===== src/rtl/wb_pkg.sv =====
// Shared types for the writeback arbiter.
// Register index and data widths plus the queued request bundle.
package wb_pkg;
    localparam int XLEN      = 32;
    localparam int REG_IDX_W = 5;

    typedef struct packed {
        logic [REG_IDX_W-1:0] index;
        logic [XLEN-1:0]      data;
    } wb_req_t;
endpackage


===== src/rtl/wb_fifo.sv =====
// Long-latency result FIFO with pointer-derived occupancy.
// Exposes per-slot valid/index so readers can detect pending writes.
module wb_fifo
    import wb_pkg::*;
#(
    parameter int DEPTH = 2
) (
    input  logic                       clk,
    input  logic                       rst,
    input  logic                       push,
    input  logic [REG_IDX_W-1:0]       push_index,
    input  logic [XLEN-1:0]            push_data,
    input  logic                       pop,
    output logic [REG_IDX_W-1:0]       head_index,
    output logic [XLEN-1:0]            head_data,
    output logic                       full,
    output logic                       empty,
    output logic [DEPTH-1:0]           ent_valid,
    output logic [DEPTH*REG_IDX_W-1:0] ent_index
);
    localparam int AW = $clog2(DEPTH);

    wb_req_t     mem [DEPTH];
    logic [AW:0] wr_ptr;
    logic [AW:0] rd_ptr;
    logic [AW:0] count;

    assign count = wr_ptr - rd_ptr;
    assign full  = (count == (AW+1)'(DEPTH));
    assign empty = (count == '0);

    always_ff @(posedge clk or posedge rst) begin
        if (rst) begin
            wr_ptr <= '0;
            rd_ptr <= '0;
        end else begin
            if (push && !full) wr_ptr <= wr_ptr + 1'b1;
            if (pop && !empty) rd_ptr <= rd_ptr + 1'b1;
        end
    end

    // Storage needs no reset; occupancy masks stale slots.
    always_ff @(posedge clk) begin
        if (push && !full)
            mem[wr_ptr[AW-1:0]] <= '{index: push_index, data: push_data};
    end

    assign head_index = mem[rd_ptr[AW-1:0]].index;
    assign head_data  = mem[rd_ptr[AW-1:0]].data;

    for (genvar i = 0; i < DEPTH; i++) begin : g_view
        logic [AW-1:0] off;
        assign off = AW'(i) - rd_ptr[AW-1:0];
        assign ent_valid[i] = ({1'b0, off} < count);
        assign ent_index[i*REG_IDX_W +: REG_IDX_W] = mem[i].index;
    end
endmodule


===== src/rtl/wb_arbiter.sv =====
// Merges pipeline and long-latency results onto the regfile write port.
// A full FIFO always wins; otherwise the pipeline has priority.
module wb_arbiter
    import wb_pkg::*;
#(
    parameter int DEPTH = 2
) (
    input  logic                 clk,
    input  logic                 rst,
    input  logic                 p_valid,
    input  logic [REG_IDX_W-1:0] p_index,
    input  logic [XLEN-1:0]      p_data,
    output logic                 stall,
    input  logic                 l_valid,
    output logic                 l_ready,
    input  logic [REG_IDX_W-1:0] l_index,
    input  logic [XLEN-1:0]      l_data,
    output logic                 we,
    output logic [REG_IDX_W-1:0] windex,
    output logic [XLEN-1:0]      win,
    input  logic [REG_IDX_W-1:0] rindex0,
    input  logic [REG_IDX_W-1:0] rindex1,
    output logic                 pend0,
    output logic                 pend1
);
    logic                       full;
    logic                       empty;
    logic                       push;
    logic                       pop;
    logic                       issue;
    logic [REG_IDX_W-1:0]       head_index;
    logic [XLEN-1:0]            head_data;
    logic [REG_IDX_W-1:0]       sel_index;
    logic [XLEN-1:0]            sel_data;
    logic [DEPTH-1:0]           ent_valid;
    logic [DEPTH*REG_IDX_W-1:0] ent_index;

    assign l_ready = !full;
    assign push    = l_valid && !full;

    wb_fifo #(.DEPTH(DEPTH)) u_fifo (
        .clk        (clk),
        .rst        (rst),
        .push       (push),
        .push_index (l_index),
        .push_data  (l_data),
        .pop        (pop),
        .head_index (head_index),
        .head_data  (head_data),
        .full       (full),
        .empty      (empty),
        .ent_valid  (ent_valid),
        .ent_index  (ent_index)
    );

    always_comb begin
        pop       = 1'b0;
        stall     = 1'b0;
        issue     = 1'b0;
        sel_index = p_index;
        sel_data  = p_data;
        unique case (1'b1)
            full: begin
                pop       = 1'b1;
                issue     = 1'b1;
                stall     = p_valid;
                sel_index = head_index;
                sel_data  = head_data;
            end
            (!full && p_valid): begin
                issue = 1'b1;
            end
            (!full && !p_valid && !empty): begin
                pop       = 1'b1;
                issue     = 1'b1;
                sel_index = head_index;
                sel_data  = head_data;
            end
            default: ;
        endcase
    end

    // Index 0 is consumed but never written.
    always_ff @(posedge clk or posedge rst) begin
        if (rst) begin
            we     <= 1'b0;
            windex <= '0;
            win    <= '0;
        end else begin
            we <= issue && (sel_index != '0);
            if (issue) begin
                windex <= sel_index;
                win    <= sel_data;
            end
        end
    end

    always_comb begin
        pend0 = 1'b0;
        pend1 = 1'b0;
        for (int i = 0; i < DEPTH; i++) begin
            if (ent_valid[i]) begin
                if (ent_index[i*REG_IDX_W +: REG_IDX_W] == rindex0 &&
                    rindex0 != '0)
                    pend0 = 1'b1;
                if (ent_index[i*REG_IDX_W +: REG_IDX_W] == rindex1 &&
                    rindex1 != '0)
                    pend1 = 1'b1;
            end
        end
    end
endmodule


===== config.mk =====
export PLATFORM = sky130hd
export DESIGN_NAME = wb_arbiter
export DESIGN_NICKNAME = d
export VERILOG_FILES = /design/src/rtl/wb_pkg.sv /design/src/rtl/wb_fifo.sv /design/src/rtl/wb_arbiter.sv
export SDC_FILE = /design/constraint.sdc
export NUM_CORES = 1
export LEC_CHECK = 0
export ABC_CLOCK_PERIOD_IN_PS = 11850
export BUFFER_PORTS_ARGS = -buffer_cell sky130_fd_sc_hd__buf_2
export CELL_PAD_IN_SITES_DETAIL_PLACEMENT = 1
export CELL_PAD_IN_SITES_GLOBAL_PLACEMENT = 2
export CORE_MARGIN = 4
export CORE_UTILIZATION = 38
export DETAILED_ROUTE_END_ITERATION = 10
export GPL_TIMING_DRIVEN = 0
export PLACE_DENSITY_LB_ADDON = 0.25
export SLEW_MARGIN = 20
export SYNTH_ARGS = -nofsm -noshare
export SYNTH_HDL_FRONTEND = slang
export SYNTH_SLANG_ARGS = --single-unit

===== constraint.sdc =====
create_clock -name clk -period 11.85 [get_ports clk]
set_clock_uncertainty 0.15 [all_clocks]
set_input_delay 2.37 -clock clk [delete_from_list [all_inputs] [get_ports clk]]
set_output_delay 2.37 -clock clk [all_outputs]
set_load 0.005 [all_outputs]

# After elaboration in Yosys (flattened, before gate mapping)
# Memories as Yosys holds them, arrays and structs flattened.
# Cells that the tools add are included.
# totals
output_inout_bits	42
mem_bits_rw	74
memories	1
regBits	42
# mem_list
memory	words	word_bits	rd	rd_ports_with_merged_regs	wr	line	source
u_fifo.mem	2	37	3	0	1	wb_fifo.sv:23	wb_req_t mem [DEPTH];
# classes
n_addsub	5
n_eq_ne	5
magnitude_cmp	2
reduce_logical	20
mux	15
# ops
op	n
$mux 32	1
$eq 5x5->1	4
$reduce_bool 5->1	3
$mux 1	13
$logic_and 1x1->1	11
$mux 5	1
$add 2x1->2 const B	2
$lt 1x2->1	2
$logic_not 1->1	3
$reduce_or 3->1	1
$eq 2x2->1 const B	1
$logic_not 2->1	1
$reduce_or 2->1	1
$sub 1x1->1 const A	2
$sub 2x2->2	1

# Depth between registers and ports, before layout
# Gate-level depths: netlist (run 1).
# depth
word_depth	9
depth_mapped	10

# Modules after synthesis
# A second synthesis (run 1) with hierarchy kept.
# hier_totals
cells_unflattened	413
area_unflattened_um2	5323.9
# modules_own_cells
mod	area_per_inst_um2	seq_area_each_um2	cells_per_inst	instances
wb_fifo	3030.4	2322.2	157	1
wb_arbiter	2293.4	950.9	256	1

# Worst setup path before layout (run 1)
# Ideal clock, no wire load.
# synth_timing
path_type	input to output
start	input port rindex0[1]
end	output port pend0
path_stages	2
arrival_time_ns	3.068
n_path_buf	0
required_ns	9.330
setup_slack_ns	6.262
path_cell_list	or4_1 o22a_1
# synth_between
elab_chain_cells	6
# synth_lines
item	line	source
from (decl)	wb_arbiter.sv:21	input logic [REG_IDX_W-1:0] rindex0,
$eq 5x5->1 / $reduce_bool 5->1 (equally long branches)	wb_arbiter.sv:103, wb_arbiter.sv:104	
$logic_and 1x1->1	wb_arbiter.sv:103	if (ent_index[i*REG_IDX_W +: REG_IDX_W] == rindex0 &&
$mux 1	wb_arbiter.sv:103	
$mux 1	wb_arbiter.sv:102	if (ent_valid[i]) begin
$mux 1	wb_arbiter.sv:103	
$mux 1 (*)	wb_arbiter.sv:102	
to (decl)	wb_arbiter.sv:23	output logic pend0,
# Mark *: on every way between the ends. The rest lies on a longest branch, timed or not.

# Worst setup path after layout (run 1)
# layout_timing
start	input port p_valid
end	output port stall
# layout_between
elab_chain_cells	1
# layout_lines
item	line	source
from (decl)	wb_arbiter.sv:10	input logic p_valid,
$mux 1	wb_arbiter.sv:62	unique case (1'b1)
to (decl)	wb_arbiter.sv:13	output logic stall,
# No other way between the ends.

==> results of run 1 <==
## cell families after synthesis
kind of cell / after synthesis / synth area share
flip-flops: 116 / 0.634
AO/OA/AOI/OAI: 112 / 0.139
multiplexers: 51 / 0.110
AND/OR/NAND/NOR: 34 / 0.0361
buffers and inverters: 31 / 0.0315
XOR/XNOR: 25 / 0.0424
adder cells (fa/ha/maj): 3 / 0.00727
## power breakdown
part | switching, W | internal (W) | leakage [nW]
Sequential | 0.0000778 | 0.000623 | 1.18
Combinational | 0.000599 | 0.000395 | 1.18
Clock | 0.000175 | 0.000325 | 0.285
Total | 0.000852 | 0.00134 | 2.65
## placed cells by master, fill, tap and decap left out, types with 16 or more instances in the layout
master	instances
buf_2	139
edfxtp_1	74
mux2_2	46
dfrtp_1	42
o21ai_0	29
o22ai_1	28
xnor2_1	20
a22oi_1	18
a32oi_1	18
clkbuf_16	17
a21oi_1	16
## flip-flops by register name (all words and copies together) (netlist names)
register / count
we: 1
win: 32
windex: 5
u_fifo.wr_ptr: 2
u_fifo.rd_ptr: 2
u_fifo.mem: 74
## per-layer routing
layer | GRT usage | vias up | part of all wire
met4 | 0.0664 | 0 | 0.018
met2 | 0.330 | 140 | 0.52
met1 | 0.229 | 1918 | 0.40
met5 | 0 | - | 0
li1 | - | 1765 | -
met3 | 0.0562 | 25 | 0.061
## worst max-delay path, stage by stage
cell	delay (ns)
buf_2	0.11
buf_6	0.15
buf_2	0.26
buf_2	0.29
and3_1	0.23
buf_2	0.12
## area by class of cell
cell class	instances	area, um2	share of cell area
timing repair buffer	132	713	0.107
multi-input combinational	225	1740	0.261
clock inverter	13	140	0.0210
clock buffer	19	433	0.0648
buffer	24	136	0.0204
inverter	7	26.3	0.00393
sequential	116	3270	0.490
tap	176	220	0.0329
## stage by stage
stage / area (um2) / utilization / instances / total power [W]
floorplan: 5170 / - / 372 / 0.00134
global placement: 6030 / 0.454 / 677 / 0.00165
detailed placement: 6110 / 0.460 / 680 / 0.00171
CTS: 6690 / 0.503 / 712 / 0.00222
global route: 6690 / 0.503 / 712 / 0.00236
finish: 6690 / 0.503 / 712 / 0.00220
## how the worst min path moves through the flow
stage,to,slack (ns),cells past startpoint
floorplan,u_fifo.wr_ptr[1],0.31,1
global placement,windex[1],0.32,2
detailed placement,windex[1],0.33,2
CTS,windex[1],0.34,2
global route,windex[3],0.36,2
finish,windex[1],0.34,2
==> results.txt, run 1 <==
* Status: complete, no violations
* Post-route DRC: 0
* Number of instances in the synthesized netlist: 372
* Pre-Repair DR Iteration Count: 4
* Data required time of the worst path: 9.33 ns
- Root Driver: clkbuf_16
- The floorplan step set the die width to 125 um.
- TNS Setup: 0 ns
- At the pin with the least slew margin, the transition time is 0.621 ns.
- Total vias in the final route: 3848
- Post-DR wirelength/cell: 20.4 um
* Worst setup slack before clock tree synthesis: 5.79 ns
* Global-route wire length before repair: 23200 um
- In the global route stage, overall resource usage came out at 0.192.
- Deepest clock path buffer count: 2
- Synth cell count leaders: 74 x edfxtp_1, 46 x mux2_2, 42 x dfrtp_1, 29 x o21ai_0, 28 x o22ai_1
- The number of antenna violations at the first check in global routing was 0.
- Critical Path Fanout Max: 10
- Power per cell area: 328 mW/mm2
* Post-layout minimum cycle time: 6.06 ns
- CP Launch Type: input port
* Die outline height: 125 um
* Most used DFF post-synth: edfxtp_1
- Cell Area, Synth: 0.00517 mm2
- The share of synthesized area in the top cell type comes to 0.430.
* Post-route worst setup slack: 5.79 ns
* RSZ-0062 raised after global routing: no
- VDD sags by at most 117 uV.
- Max-slew violations: 0
* Distinct cells, synth: 33
* Maximum number of pins on one net before global-route repair: 26
* Count of boundary I/O pins: 130
* Inserted Clock Buffers: 17
- Launch point of the critical path: p_valid
- Main area contributors after synthesis: edfxtp_1 43%, dfrtp_1 20%, mux2_2 10%, o22ai_1 3.4%, xnor2_1 3.4%
- Synth async-reset ratio: 0.362
* Post-cts sizing count: 0
- In this run the static leakage power is 2.65 nW.
- Detailed placement HPWL: 10300 um
- In the final layout, the share of cells above drive strength 1 is 0.429.
* Worst-case hold slack: 0.337 ns
* Reported max-cap violation count: 0
- For flop-to-flop paths, the worst setup slack is 8.59 ns.
- Detailed-route vias per instance: 5.40
* Area of the core region: 0.0133 mm2
- Worst min-delay path startpoint: windex[1]
* Sink Count: 116
- The startpoint identified for the worst register-to-register timing path is u_fifo.rd_ptr[0].
- Setup Crit Path Kind: input port to primary output
* Worst setup EP type: primary output
- Based on the critical path, the design can be clocked at up to 0.165 GHz.
- Endpoints failing setup: 0
- Number of violations reported at the end of detailed-routing iteration 0: 102
- A synthesized cell averages 13.9 um2.
* Synthesized netlist net count: 463
* Worst EP arrival: 3.54 ns
- Of the available clock period, the critical path in the final layout requires 0.512.
- Proportion of synthesized chip area in sequential cells: 0.634
- Hold WC Path Type: flip-flop to flip-flop
- Fill cells in the final layout number 1379.
* Cell Rows: 42
- In this run the worst setup path terminates at stall.
- R2r endpoint: u_fifo.mem[1][9]
- Initial Utilization: 0.389
* Yosys warnings: 0
- Clock transition at path regs: 0.05 ns
- Cell taking the most area after synthesis: edfxtp_1
- In this run the tool buffered the top-level ports with 129 buffer cells.
- Most instantiated library cell after synthesis: edfxtp_1
* Final hold violation count: 0
* Post-detailed-routing wire length: 14500 um
- 0 antenna diodes ended up in the layout.
- Final weighted congestion of routability-driven global placement: 0.768
- CTS hold repair buffers: 0
- After the last flow step, the layout net total stands at 614.
- Die outline area: 0.0155 mm2
- Number of post-CTS setup repair buffers: 0
- Worst-Skew Late Latency: 0.42 ns
- Clock tree from TritonCTS: done
- Summed over all layers, the global routing overflow is 0.
- Number of synthesized flops with an enable pin: 74
- Number of nets still failing antenna checks after routing: 0
- FF+latch count, synth: 116
* Area growth syn-to-layout: 29.4%
- H-tree levels: 4
- The worst pin sits at a relative slew slack of 0.586.
* Via count of the first global-routing pass: 4375
* Cells on worst reg2reg path: 10
Power figures use the tool's default switching activity.
==> run 2: changes to the inputs <==
--- a/config.mk
+++ b/config.mk
@@ -5,12 +5,12 @@
 export SDC_FILE = /design/constraint.sdc
 export NUM_CORES = 1
 export LEC_CHECK = 0
-export ABC_CLOCK_PERIOD_IN_PS = 11850
+export ABC_CLOCK_PERIOD_IN_PS = 6000
 export BUFFER_PORTS_ARGS = -buffer_cell sky130_fd_sc_hd__buf_2
 export CELL_PAD_IN_SITES_DETAIL_PLACEMENT = 1
 export CELL_PAD_IN_SITES_GLOBAL_PLACEMENT = 2
 export CORE_MARGIN = 4
-export CORE_UTILIZATION = 38
+export CORE_UTILIZATION = 36
 export DETAILED_ROUTE_END_ITERATION = 10
 export GPL_TIMING_DRIVEN = 0
 export PLACE_DENSITY_LB_ADDON = 0.25
==> constraint.sdc (replaced) <==
create_clock -name clk -period 6 [get_ports clk]
set_clock_uncertainty 0.15 [all_clocks]
set_input_delay 1.2 -clock clk [delete_from_list [all_inputs] [get_ports clk]]
set_output_delay 1.2 -clock clk [all_outputs]
set_load 0.005 [all_outputs]
==> results.txt, run 2 (synthesis gave the netlist of run 1 again) <==
- The run finished with clean final reports.
- Max-slew violations: 0 (unchanged)
- Total GRT Usage: 0.182 (-0.00975)
- RSZ-0062 raised after global routing: no
- Inst Count DP: 686 (+0.88%)
* Number of post-CTS setup repair buffers: 0 (unchanged)
* Die outline height: 128 um (+2.6%)
* Inserted Clock Buffers: 17 (unchanged)
* Number of violations reported at the end of detailed-routing iteration 0: 140 (+37%)
- Internal power: 0.00268 W (+99%)
- R2r endpoint: u_fifo.mem[1][21]
- Actual transition at the worst max-transition pin: 0.666 ns (+0.0455 ns)
- The static leakage was 2.67 nW (+0.75%).
- The clock latency on the worst-skew pair came to 0.42 ns (about the same).
- The flip-flop count of the largest register, all copies and words added was 74 (unchanged).
- Count of boundary I/O pins: 130 (unchanged)
- Power per cell area: 649 mW/mm2 (+98%)
* Number of antenna violations at the first check in global routing: 0 (unchanged)
- The via count normalized by instance count was 5.27 (-2.5%).
- The worst-case register-to-register setup slack came to 2.71 ns (-5.88 ns).
- The library cell used most frequently in the layout, excluding fill and tap cells, is buf_2.
- Initial Utilization: 0.369 (-0.0193)
- Relative to the synthesized area, the layout overhead comes to 30.3%.
- Maximum clock frequency: 0.250 GHz
* Sink Count: 116 (unchanged)
- TritonCTS built the clock tree.
- Via count of the first global-routing pass: 4140 (-5.4%)
* Root Driver: clkbuf_16
* Maximum number of pins on one net before global-route repair: 23 (-12%)
* Switching component of the power: 0.00169 W (+99%)
- Final hold violation count: 0 (unchanged)
- The remaining design rule violation count was 0 (unchanged).
- The portion of total power attributed to sequential cells came to 0.315 (-0.004).
* TNS Setup: 0 ns (unchanged)
- Reported max-cap violation count: 0 (unchanged)
- The number of levels the H-tree was split into was 4 (unchanged).
- The worst slew margin relative to its limit is 0.556 (-0.0297).
* Post-detailed-routing wire length: 14600 um (+0.30%)
- Layout cell share with drive strength beyond 1: 0.433 (+0.00398)
- The part of the power in the clock network is 0.226 (-0.002).
- Global-route wire length before repair: 22400 um (-3.6%)
- The count of hold buffers inserted by post-cts repair was 0 (unchanged).
- The startpoint identified for the worst register-to-register timing path is u_fifo.rd_ptr[0].
- Post-layout nets: 616 (+0.33%)
- Number of cells on the worst hold path: 2 (unchanged)
- The post-CTS resize count came to 0 (unchanged).
* Design Area, Final: 0.00673 mm2 (+0.73%)
* Max rail drop VDD: 342 uV (+190%)
- The worst path required time was 4.65 ns (-4.68 ns).
- Number of diodes: 0 (unchanged)
- Post-layout minimum cycle time: 4.00 ns
* Post-DR wirelength/cell: 20.3 um (-0.54%)
* Total global routing overflow: 0 (unchanged)
* Die Span X: 128 um (+2.6%)
* Worst EP arrival: 2.65 ns (-0.89 ns)
- Non-Filler Instances: 718 (+0.84%)
- The number of nets with antenna violations after routing is 0 (unchanged).
- Worst min-delay path startpoint: windex[2]
- Cells on worst reg2reg path: 11 (+1)
- Worst setup EP type: primary output
* Commonest cells after routing, fill and taps aside: 139 x buf_2, 74 x edfxtp_1, 46 x mux2_2
- Endpoints failing setup: 0 (unchanged)
* CP Launch Type: flip-flop
* Cell Rows: 43 (+2.4%)
- Post-route clock period utilization: 0.667
* Final weighted congestion of routability-driven global placement: 0.766 (-0.27%)
- The number of buffers added on ports came to 129 (unchanged).
- Die outline area: 0.0163 mm2 (+5.2%)
- The cell area after placement is 0.00615 mm2 (+0.70%).
- Area of the core region: 0.0140 mm2 (+5.2%)
* Pre-Repair DR Iteration Count: 4 (unchanged)
- Worst min-delay path endpoint: windex[2]
- Switching power share of the total: 0.388 (-0.000646)
- The maximum root-to-sink buffer count is 2 (unchanged).
- Power share of the combinational group: 0.459 (+0.006)
* Setup Crit Path Kind: flip-flop to primary output
* Clock transition at path regs: 0.05 ns (about the same)
- Total vias in the final route: 3783 (-1.7%)
* Hold WC Path Type: flip-flop to flip-flop
- Detailed placement HPWL: 10300 um (-0.33%)
- The highest fanout seen on the critical path was 10 (unchanged).
## run 2: cell count changes in the layout (fill, tap and decap cells not counted)
cell       delta
buf_16        +1
bufinv_16     -1
clkinv_2      -2
clkinv_1      -1
clkinv_4      +1
buf_12        -1
clkbuf_8      +3
buf_8         +2
## run 2: worst max path at each step
stage,depth (start not counted),startpoint,slack (ns),endpoint
final,7,u_fifo.rd_ptr[0],2.00,stall
after CTS,8,u_fifo.rd_ptr[0],1.95,l_ready
after global placement,9,u_fifo.rd_ptr[0],0.62,u_fifo.mem[0][26]
after global routing,8,u_fifo.rd_ptr[0],1.81,l_ready
after floorplan,9,u_fifo.rd_ptr[0],2.22,u_fifo.mem[0][0]
after detailed placement,6,p_valid,2.30,stall
## run 2: through the flow
step	total power [W]	util	worst slack (ns)	hold WS, ns
2_1_floorplan	0.00265	-	2.22	0.312
3_3_place_gp	0.00327	0.432	0.621	0.318
3_5_place_dp	0.00342	0.440	2.30	0.339
4_1_cts	0.00443	0.481	1.95	0.350
5_1_grt	0.00467	0.481	1.81	0.372
6_report	0.00437	0.481	2.00	0.342
## run 2: power groups by stage
stage | Combinational (W) | Sequential, W | Clock, W
finish | 0.00200 | 0.00138 | 0.000987
global route | 0.00221 | 0.00141 | 0.00105
CTS | 0.00204 | 0.00138 | 0.00101
detailed placement | 0.00203 | 0.00139 | 0
global placement | 0.00187 | 0.00140 | 0
floorplan | 0.00128 | 0.00137 | 0
## run 2: cell type report
class,count,area [um2]
Buffer,24,136
Clock buffer,22,474
Clock inverter,10,105
Fill cell,1487,7250
Inverter,7,26.3
Multi-Input combinational cell,225,1740
Sequential cell,116,3270
Tap cell,180,225
Timing Repair Buffer,134,751
## run 2: worst max-delay path: stages (launching register included)
cell	delay [ns]
dfrtp_1	0.42
buf_6	0.21
buf_6	0.18
inv_1	0.08
ha_1	0.37
clkbuf_1	0.54
and3_1	0.29
buf_2	0.12
## run 2: layer usage
layer,global-route usage,vias up,wire length (um)
met5,0,-,0
met4,0.0655,0,183
met3,0.0563,13,809
met2,0.295,111,7310
met1,0.231,1888,6270
li1,-,1771,-
==> run 3: changes to the inputs <==
--- a/config.mk
+++ b/config.mk
@@ -5,12 +5,13 @@
 export SDC_FILE = /design/constraint.sdc
 export NUM_CORES = 1
 export LEC_CHECK = 0
-export ABC_CLOCK_PERIOD_IN_PS = 6000
+export ABC_AREA = 1
+export ABC_CLOCK_PERIOD_IN_PS = 3700
 export BUFFER_PORTS_ARGS = -buffer_cell sky130_fd_sc_hd__buf_2
 export CELL_PAD_IN_SITES_DETAIL_PLACEMENT = 1
 export CELL_PAD_IN_SITES_GLOBAL_PLACEMENT = 2
 export CORE_MARGIN = 4
-export CORE_UTILIZATION = 36
+export CORE_UTILIZATION = 33
 export DETAILED_ROUTE_END_ITERATION = 10
 export GPL_TIMING_DRIVEN = 0
 export PLACE_DENSITY_LB_ADDON = 0.25
==> constraint.sdc (replaced) <==
create_clock -name clk -period 3.7 [get_ports clk]
set_clock_uncertainty 0.15 [all_clocks]
set_input_delay 0.74 -clock clk [delete_from_list [all_inputs] [get_ports clk]]
set_output_delay 0.74 -clock clk [all_outputs]
set_load 0.005 [all_outputs]
==> results.txt, run 3 <==
- The run finished with clean final reports.
- Detailed-route vias per instance: 5.08 (-3.5%)
- The number of standard cells after synthesis was 443 (+19%).
- Pre-Repair DR Iteration Count: 4 (unchanged)
- Cell Area, Synth: 0.00494 mm2 (-4.5%)
- The number of levels the H-tree was split into was 4 (unchanged).
* Max rail drop VDD: 361 uV (+5.6%)
- Total global routing overflow: 0 (unchanged)
* Static leakage: 2.75 nW (+2.9%)
- Deepest clock path buffer count: 2 (unchanged)
- The number of buffers added on ports was 129 (unchanged).
- Number of diodes: 0 (unchanged)
* Worst-Skew Late Latency: 0.42 ns (about the same)
* Proportion of synthesized chip area in sequential cells: 0.663 (+0.0296)
- Post-Syn Area per Cell: 11.1 um2 (-20%)
- Crit-path most repeated cell: buf_2
- The clock period could shrink to 3.14 ns.
* Reported max-cap violation count: 0 (unchanged)
- Clock tree from TritonCTS: done
- The count of yosys warnings during synthesis came to 0 (unchanged).
- The half-perimeter wire length after placement was 10900 um (+5.9%).
- Total vias in the final route: 4022 (+6.3%)
- Max stage delay on crit path: 0.45 ns (-0.09 ns)
* Most used DFF post-synth: edfxtp_1
- Actual transition at the worst max-transition pin: 0.687 ns (+0.0208 ns)
- The total wirelength of the detailed-routed design came to 15700 um (+7.5%).
- Inserted Clock Buffers: 17 (unchanged)
* RSZ-0062 raised after global routing: no
- Ranked by instance count, the synthesized netlist is headed by 74 x edfxtp_1, 73 x nand3_1, 59 x nor2_1, 42 x dfrtp_1, 42 x nand2_1.
* Slew headroom: 0.542 (-0.0139)
- Via count of the first global-routing pass: 4332 (+4.6%)
- The root buffer cell chosen for the clock tree is clkbuf_16.
- Post-route worst setup slack: 0.556 ns (-1.44 ns)
- The detailed router's first-iteration violation count is 189 (+35%).
* Post-DR wirelength/cell: 19.8 um (-2.4%)
- The final cell count without fillers came to 791 (+10%).
* Maximum number of pins on one net before global-route repair: 25 (+8.7%)
* Top delay family on crit path: buffers and inverters
- Distinct cells, synth: 25 (-24%)
- Number of nets still failing antenna checks after routing: 0 (unchanged)
- The initial cell density of the core came to 0.338 (-0.0310).
- The number of antenna violations at the first check in global routing came to 0 (unchanged).
- Post-route DRC: 0 (unchanged)
* Most instantiated library cell after synthesis: edfxtp_1
- The clock sink total came to 116 (unchanged).
- The number of buffers inserted by post-CTS setup repair came to 0 (unchanged).
- Global-route wire length before repair: 23500 um (+5.1%)
* Final weighted congestion of routability-driven global placement: 0.803 (+4.9%)
* Area of the core region: 0.0146 mm2 (+4.3%)
- Main area contributors after synthesis: edfxtp_1 45%, dfrtp_1 21%, nand3_1 7.4%, a31oi_1 4.6%, nor2_1 4.5%
- Endpoints failing setup: 0 (unchanged)
- The count of pins over their slew limit was 0 (unchanged).
- Post-cts sizing count: 0 (unchanged)
- The count of hold buffers inserted by post-cts repair was 0 (unchanged).
- Total GRT Usage: 0.191 (+0.00861)
- The worst setup path is launched from a flip-flop.
* Die Span X: 130 um (+2.0%)
- Maximum clock frequency: 0.318 GHz
- Area growth syn-to-layout: 32.1%
- Max reg flops: 74 (unchanged)
- Synth async-reset ratio: 0.362 (unchanged)
- The standard-cell row count was 44 (+2.3%).
- The flip-flop and latch count after synthesis was 116 (unchanged).
- The total power per unit cell area is 1100 mW/mm2 (+70%).
* Synthesized netlist net count: 534 (+15%)
- The library cell used most frequently in the layout, excluding fill and tap cells, is buf_2.
* Hold WC Path Type: input port to asynchronous set/reset pin
- The worst-case register-to-register setup slack was 0.74 ns (-1.97 ns).
* Final hold violation count: 0 (unchanged)
- The highest fanout seen on the critical path was 10 (unchanged).
* Number of buffer and inverter stages on the critical path: 4 (-1)
* Die outline height: 130 um (+2.0%)
- The worst path required time is 2.81 ns (-1.84 ns).
- Share of the synthesized area in the top cell type: 0.450 (+0.0201)
* Layout cell share with drive strength beyond 1: 0.320 (-0.113)
- Die outline area: 0.0170 mm2 (+4.0%)
- The number of placed I/O pins came to 130 (unchanged).
- FILL cells: 1607 (+8.1%)
- The biggest area contributor in the post-synthesis netlist is edfxtp_1.
* Worst setup slack before clock tree synthesis: 0.706 ns (-1.60 ns)
* Worst setup EP type: primary output
- The critical path goes through inv_2 > buf_2 > ha_1 > inv_1 > nand2_1 > o21ai_0 > nor2_1 > nand3_1 > a21oi_1 > buf_2.
* Post-layout nets: 685 (+11%)
- Commonest cells after routing, fill and taps aside: 140 x buf_2, 74 x edfxtp_1, 73 x nand3_1
- On the critical path, the stage with the largest delay is an instance of dfrtp_1.
* Clock transition at path regs: 0.05 ns (about the same)
- Inst Count DP: 759 (+11%)
* Worst EP arrival: 2.25 ns (-0.40 ns)
- The number of enable flip-flop cells after synthesis came to 74 (unchanged).
- In the finished design, the share of the clock period the worst path needs comes to 0.850.
- Setup Crit Path Kind: flip-flop to primary output
run 3: cell count changes in the layout (fill, tap and decap cells not counted), sizes merged, moves of 11 or more:
| cell | before | now |
|---|---|---|
| nand3 | 0 | 73 |
| nor2 | 8 | 59 |
| mux2 | 46 | 0 |
| nand2 | 9 | 47 |
| a31oi | 0 | 36 |
| o22ai | 28 | 0 |
| a22oi | 18 | 0 |
| a32oi | 18 | 0 |
| xnor2 | 20 | 2 |
| inv | 7 | 23 |
| o21ai | 29 | 41 |
| a21oi | 16 | 5 |
run 3: cell type report:
cell class / instances / area [um2] / share of cell area
Tap cell: 184 / 230 / 0.0353
Multi-Input combinational cell: 280 / 1430 / 0.219
Sequential cell: 116 / 3270 / 0.502
Inverter: 23 / 88.8 / 0.0136
Clock inverter: 11 / 158 / 0.0242
Clock buffer: 21 / 460 / 0.0706
Buffer: 24 / 164 / 0.0251
Timing Repair Buffer: 132 / 721 / 0.111
run 3: cell families after synthesis:
kind of cell	share of synthesized area
flops	0.663
fa+ha+maj	0.00761
buf+inv	0.0512
simple gates	0.165
xor+xnor	0.0177
compound gates	0.0953
run 3: through the flow:
| stage | util | setup TNS (ns) | power [W] | instance area, um2 | hold WS, ns |
|---|---|---|---|---|---|
| 2_1_floorplan | - | 0 | 0.00426 | 4940 | 0.312 |
| 3_3_place_gp | 0.398 | -90.53 | 0.00533 | 5810 | 0.319 |
| 3_5_place_dp | 0.405 | 0 | 0.00552 | 5900 | 0.327 |
| 4_1_cts | 0.447 | 0 | 0.00730 | 6520 | 0.239 |
| 5_1_grt | 0.447 | 0 | 0.00769 | 6520 | 0.254 |
| 6_report | 0.447 | 0 | 0.00720 | 6520 | 0.234 |
run 3: path summary, 6_finish.rpt:
| path | to | start | cells after the start |
|---|---|---|---|
| worst min-delay path | win[26] | rst | 2 |
| max in group asynchronous | win[8] | rst | 3 |
| worst min register to register | windex[3] | windex[3] | 2 |
| worst max-delay path | pend0 | u_fifo.rd_ptr[0] | 10 |
| min in group clk | windex[3] | windex[3] | 2 |
| worst max register to register | u_fifo.mem[0][9] | u_fifo.rd_ptr[0] | 7 |
run 3: where the power goes:
group          leakage, nW  switching, W  internal (W)  total, W
Sequential            1.17      0.000244       0.00200   0.00224
Clock                0.306      0.000571       0.00115   0.00172
Combinational         1.27       0.00206       0.00117   0.00323
Total                 2.75       0.00288       0.00432   0.00720
run 3: metal layers:
| layer | vias to the layer above | part of all wire | wire length, um | track usage |
|---|---|---|---|---|
| li1 | 1881 | - | - | - |
| met1 | 1999 | 0.41 | 6360 | 0.224 |
| met2 | 116 | 0.52 | 8150 | 0.330 |
| met3 | 26 | 0.053 | 832 | 0.0479 |
| met4 | 0 | 0.020 | 318 | 0.0813 |
| met5 | - | 0 | 0 | 0 |
